[src/rtl/multi_pkg.sv]
// multi_host shared types: FSM states, default sizing, counter width helper.
// Imported by multi_host and multi_piso.
package multi_pkg;

    typedef enum logic [1:0] {
        IDLE,
        CLEAR,
        SHIFT,
        DONE
    } state_e;

    localparam int DEF_W     = 4;
    localparam int DEF_O_LAT = 1;

    function automatic int cnt_width(input int w, input int lat);
        return $clog2(2 * w + lat + 1);
    endfunction

endpackage

[src/rtl/multi_piso.sv]
// Loadable W-in, 2W-deep parallel-in/serial-out shift register.
// Zero-extends on load, shifts right with zero fill, LSB is the serial bit.
module multi_piso
    import multi_pkg::*;
#(
    parameter int W = DEF_W
) (
    input  logic         clk_i,
    input  logic         rst_ni,
    input  logic         load_i,
    input  logic         shift_i,
    input  logic [W-1:0] par_i,
    output logic         bit_o
);

    logic [2*W-1:0] sh_q;
    logic [2*W-1:0] sh_d;

    // next contents: load wins over shift, otherwise hold
    always_comb begin
        sh_d = sh_q;
        if (load_i)
            sh_d = {{W{1'b0}}, par_i};
        else if (shift_i)
            sh_d = {1'b0, sh_q[2*W-1:1]};
    end

    // shift register state
    always_ff @(posedge clk_i or negedge rst_ni) begin
        if (!rst_ni)
            sh_q <= '0;
        else
            sh_q <= sh_d;
    end

    assign bit_o = sh_q[0];

endmodule

[src/rtl/multi_host.sv]
// Parallel-side driver for the bit-serial multiplier core.
// Optional MULTI_HOST_CHECK_EN adds a sticky ERR flag against a reference a*b.
module multi_host
    import multi_pkg::*;
#(
    parameter int W     = DEF_W,
    parameter int O_LAT = DEF_O_LAT
) (
    input  logic           CLK,
    input  logic           RST,
    input  logic           IN_VALID,
    output logic           IN_READY,
    input  logic [W-1:0]   IN_A,
    input  logic [W-1:0]   IN_B,
    output logic           OUT_VALID,
    input  logic           OUT_READY,
    output logic [2*W-1:0] OUT_P,
    output logic           SCLR,
    output logic           A_S,
    output logic           B_S,
`ifdef MULTI_HOST_CHECK_EN
    output logic           ERR,
`endif
    input  logic           O_S
);

    localparam int PW = 2 * W;
    localparam int CW = cnt_width(W, O_LAT);
    localparam logic [CW-1:0] LAST  = CW'(PW + O_LAT - 1);
    localparam logic [CW-1:0] FIRST = CW'(O_LAT);

    state_e          state_q;
    logic [CW-1:0]   cnt_q;
    logic [PW-1:0]   p_sh_q;
    logic [PW-1:0]   p_sh_d;
    logic [PW-1:0]   out_p_q;
    logic            out_valid_q;
    logic            in_ready_q;
    logic            sclr_q;
    logic            a_s_q;
    logic            b_s_q;
    logic            load;
    logic            shift;
    logic            last;
    logic            a_bit;
    logic            b_bit;

    assign load   = (state_q == IDLE) && IN_VALID;
    assign shift  = (state_q == CLEAR) || (state_q == SHIFT);
    assign last   = (state_q == SHIFT) && (cnt_q == LAST);
    assign p_sh_d = {O_S, p_sh_q[PW-1:1]};

    multi_piso #(.W(W)) u_piso_a (
        .clk_i   (CLK),
        .rst_ni  (RST),
        .load_i  (load),
        .shift_i (shift),
        .par_i   (IN_A),
        .bit_o   (a_bit)
    );

    multi_piso #(.W(W)) u_piso_b (
        .clk_i   (CLK),
        .rst_ni  (RST),
        .load_i  (load),
        .shift_i (shift),
        .par_i   (IN_B),
        .bit_o   (b_bit)
    );

    // control FSM with bit counter, product deserialiser and registered outputs
    always_ff @(posedge CLK or negedge RST) begin
        if (!RST) begin
            state_q     <= IDLE;
            cnt_q       <= '0;
            p_sh_q      <= '0;
            out_p_q     <= '0;
            out_valid_q <= 1'b0;
            in_ready_q  <= 1'b1;
            sclr_q      <= 1'b0;
            a_s_q       <= 1'b0;
            b_s_q       <= 1'b0;
        end else begin
            unique case (state_q)
                IDLE: begin
                    if (IN_VALID) begin
                        in_ready_q <= 1'b0;
                        sclr_q     <= 1'b1;
                        state_q    <= CLEAR;
                    end
                end
                CLEAR: begin
                    sclr_q  <= 1'b0;
                    cnt_q   <= '0;
                    p_sh_q  <= '0;
                    a_s_q   <= a_bit;
                    b_s_q   <= b_bit;
                    state_q <= SHIFT;
                end
                SHIFT: begin
                    cnt_q <= cnt_q + CW'(1);
                    a_s_q <= a_bit;
                    b_s_q <= b_bit;
                    if (cnt_q >= FIRST)
                        p_sh_q <= p_sh_d;
                    if (last) begin
                        out_p_q     <= p_sh_d;
                        out_valid_q <= 1'b1;
                        a_s_q       <= 1'b0;
                        b_s_q       <= 1'b0;
                        state_q     <= DONE;
                    end
                end
                DONE: begin
                    if (OUT_READY) begin
                        out_valid_q <= 1'b0;
                        in_ready_q  <= 1'b1;
                        state_q     <= IDLE;
                    end
                end
                default: state_q <= IDLE;
            endcase
        end
    end

`ifdef MULTI_HOST_CHECK_EN
    logic [PW-1:0] ref_q;
    logic          err_q;

    // reference product latched at accept, sticky mismatch flag at completion
    always_ff @(posedge CLK or negedge RST) begin
        if (!RST) begin
            ref_q <= '0;
            err_q <= 1'b0;
        end else begin
            if (load)
                ref_q <= PW'(IN_A) * PW'(IN_B);
            if (last && (p_sh_d != ref_q))
                err_q <= 1'b1;
        end
    end

    assign ERR = err_q;
`endif

    assign IN_READY  = in_ready_q;
    assign OUT_VALID = out_valid_q;
    assign OUT_P     = out_p_q;
    assign SCLR      = sclr_q;
    assign A_S       = a_s_q;
    assign B_S       = b_s_q;

endmodule

[config.mk]
export PLATFORM = sky130hd
export DESIGN_NAME = multi_host
export DESIGN_NICKNAME = d
export VERILOG_FILES = /design/src/rtl/multi_pkg.sv /design/src/rtl/multi_piso.sv /design/src/rtl/multi_host.sv
export SDC_FILE = /design/constraint.sdc
export NUM_CORES = 1
export LEC_CHECK = 0
export BUFFER_PORTS_ARGS = -buffer_cell sky130_fd_sc_hd__buf_2
export CAP_MARGIN = 30
export CORE_MARGIN = 3
export CORE_UTILIZATION = 55
export CTS_BUF_LIST = sky130_fd_sc_hd__clkbuf_4 sky130_fd_sc_hd__clkbuf_8 sky130_fd_sc_hd__clkbuf_16
export CTS_CLUSTER_DIAMETER = 60
export CTS_CLUSTER_SIZE = 8
export DETAILED_ROUTE_END_ITERATION = 12
export PLACE_DENSITY = 0.76
export SYNTH_ARGS = -nofsm -noshare
export SYNTH_HDL_FRONTEND = slang
export SYNTH_SLANG_ARGS = --single-unit
[constraint.sdc]
create_clock -name CLK -period 1.95 [get_ports CLK]
set_clock_uncertainty 0.1 [all_clocks]
set_input_delay 0.0975 -clock CLK [delete_from_list [all_inputs] [get_ports CLK]]
set_output_delay 0.0975 -clock CLK [all_outputs]
set_load 0.02 [all_outputs]
==> flow_summary.ini <==
[routing]
met1_length_um = 1290
num_vias = 1137
wire_per_inst_um = 14.7
drt-initial-drc-count = 45
via_per_inst = 5.49
wl_met2_um = 1530
postRouteWirelength_um = 3040
wl_met3_um = 159
drtAntennaViolNets = 0
dr.pass1.iters = 4
route.detailed.drc = 0
highest_layer = met4

[clocking]
cts_tree = done
cts_setup_buffers = 0
clk_latency_ns = 0.34
cts_resized = 0
clkTransAtPathRegs_ns = 0.10
numCtsBuffers = 5
cts-root-buf = clkbuf_4
htreeDepth = 2
numClockSinks = 34
cts_buffer_depth = 2

[yosys]
synth-compound-area-share_pct = 14.0
synth_edf_count = 0
synth_ff_type = dfrtp_1
netlist-cell-type-count = 26
yosys-mux-area-fraction_pct = 12.0
synth_nets = 157
syn-instance-count = 135
postSynth.asyncResetShare_pct = 100
synth_warnings = 0
syn_area_per_cell_sq_um = 11.8
synth_fa_ha_area_share_pct = 7.09
yosysSeqAreaShare_pct = 53.6
syn-cell-area_sq_um = 1590
yosys.area_share.xor_xnor_pct = 0
synth_top_family_by_area = compound AO/OA/AOI/OAI gates
synth.ff_latch_count = 34
yosys.area_share.simple_pct = 8.50

[cells_and_area]
fill_cells = 200
drive_above_1_share_pct = 28.2
utilization_pct = 73.7
area_delta_synth_final_pct = 21.1
diodes = 0
nets = 198
fin_cells = 207

[grt]
antenna_found_initial = 0
grt-ovfl-total = 0
grt_max_degree = 35
grt_pass1_vias = 1147
grt_pass1_wl_um = 5250
grtUsageTotal_pct = 20.6

[setup_path]
worstSetupPathType = reg2reg
critPathArrivalTime_ns = 1.90
crit_path_end_kind = register
start_kind = register
cp_max_fo = 7
required_ns = 2.12

[timing]
tightest_slew_ns = 0.736
hold_viol = 0
slew_viol_final = 0
setup_viol = 0
fmax_ghz = 0.578
grt_setup_unrepaired = no
period_minus_slack_ns = 1.73
tns_ns = 0
maxSlewHeadroom_pct = 50.9
min_period_over_period_pct = 88.7
fin_hold_ws_ns = 0.0683

[place]
place_hpwl_um = 2110
globalplace.congestion = 0.880
placed_cells = 188
io_buffers = 25

[floorplanning]
fp.coreArea_sq_um = 2610
start_util_pct = 60.8
die_y_um = 59.8
die_x_um = 59.8
num_rows = 18
die-area_sq_um = 3570
ios = 26

[flow_run]
drv_cap = 0

[power_and_ir_drop]
power_density_nw_per_um2 = 1310
ir_drop_v = 0.00111
leakage_uw = 0.000981
total_power_uw = 2530

[status]
status = complete, no violations

[min_path]
holdCritPathClass = in2reg
[synth_stat cells, drive strengths merged (2+ instances only)]
master / n / area share [%]
dfrtp: 33 / 52
nand2: 14 / 3.3
inv: 12 / 2.8
o21ai: 12 / 3.8
mux2i: 10 / 6.3
ha: 9 / 7.1
a22o: 8 / 4.4
mux2: 8 / 5.7
nand3: 6 / 1.9
buf: 5 / 1.7
nand2b: 3 / 1.2
a21oi: 2 / 0.63
[flip-flops by register name, summed over array words and instances, names as in the netlist]
signal / flops
cnt_q: 4
state_q: 2
IN_READY: 1
u_piso_a.sh_q: 4
OUT_P: 8
p_sh_q: 7
B_S: 1
A_S: 1
u_piso_b.sh_q: 4
OUT_VALID: 1
SCLR: 1
[cell families after synthesis]
group,Yosys count
AO/OA/AOI/OAI,29
adder cells (fa/ha/maj),9
buffers and inverters,18
flip-flops,34
multiplexers,18
AND/OR/NAND/NOR,27
[cells in the final DEF, fill, tap and decap left out, types with 2 or more instances in the layout]
cell	synthesis	routed
a21oi_1	2	2
a22o_1	8	8
buf_2	4	25
buf_4	1	4
clkbuf_4	0	6
dfrtp_1	33	33
dlygate4sd3_1	0	11
ha_1	9	9
inv_1	12	12
mux2_2	8	8
mux2i_1	10	10
nand2_1	14	14
nand2b_1	3	3
nand3_1	6	6
o21ai_0	12	12
[repair_timing]
action                                  in CTS  in global routing
endpoints found under the setup margin       0                  0
endpoints found under the hold margin       45                  0
hold buffers                                11                  0
[layout make-up]
class | count | area (sq um) | share of cell area, %
clock inverter | 1 | 5.00 | 0.260
multi-input combinational | 83 | 661 | 34.3
inverter | 12 | 45.0 | 2.34
sequential | 34 | 852 | 44.3
clock buffer | 7 | 58.8 | 3.06
tap | 30 | 37.5 | 1.95
timing repair buffer | 40 | 265 | 13.8
[where the power goes]
group          internal [uW]  total (uW)  switching [uW]
combinational            480        1100             618
sequential               887        1010             119
clock                    189         427             238
[critical path: stages (launching register included)]
cell and delay (ns):
dfrtp_1 0.43, inv_1 0.12, ha_1 0.27, buf_4 0.21
nand2b_1 0.10, o22ai_4 0.24, a22o_1 0.20
[metal layers]
| metal | track usage (%) | up-vias |
|---|---|---|
| met4 | 9.49 | 0 |
| li1 | - | 551 |
| met2 | 33.5 | 32 |
| met1 | 24.8 | 550 |
| met5 | 0 | - |
| met3 | 6.48 | 4 |
[metrics by stage]
step / area, sq um / worst slack (ns)
3_5_place_dp: 1750 / 0.232
4_1_cts: 1920 / 0.218
5_1_grt: 1920 / 0.0772
2_1_floorplan: 1590 / 0.262
6_report: 1920 / 0.219
3_3_place_gp: 1750 / 0.295
[worst paths after layout]
| kind | startpoint | slack (ns) | end | depth (start not counted) |
|---|---|---|---|---|
| worst min-delay path | IN_VALID | 0.07 | SCLR | 4 |
| max in group asynchronous | RST | 1.03 | OUT_P[4] | 2 |
| worst max register to register | state_q[0] | 0.22 | p_sh_q[5] | 6 |
| worst max-delay path | state_q[0] | 0.22 | p_sh_q[5] | 6 |
| worst min register to register | IN_READY | 0.40 | IN_READY | 2 |
| min in group asynchronous | RST | 0.25 | OUT_P[1] | 2 |
Power figures use the tool's default switching activity.
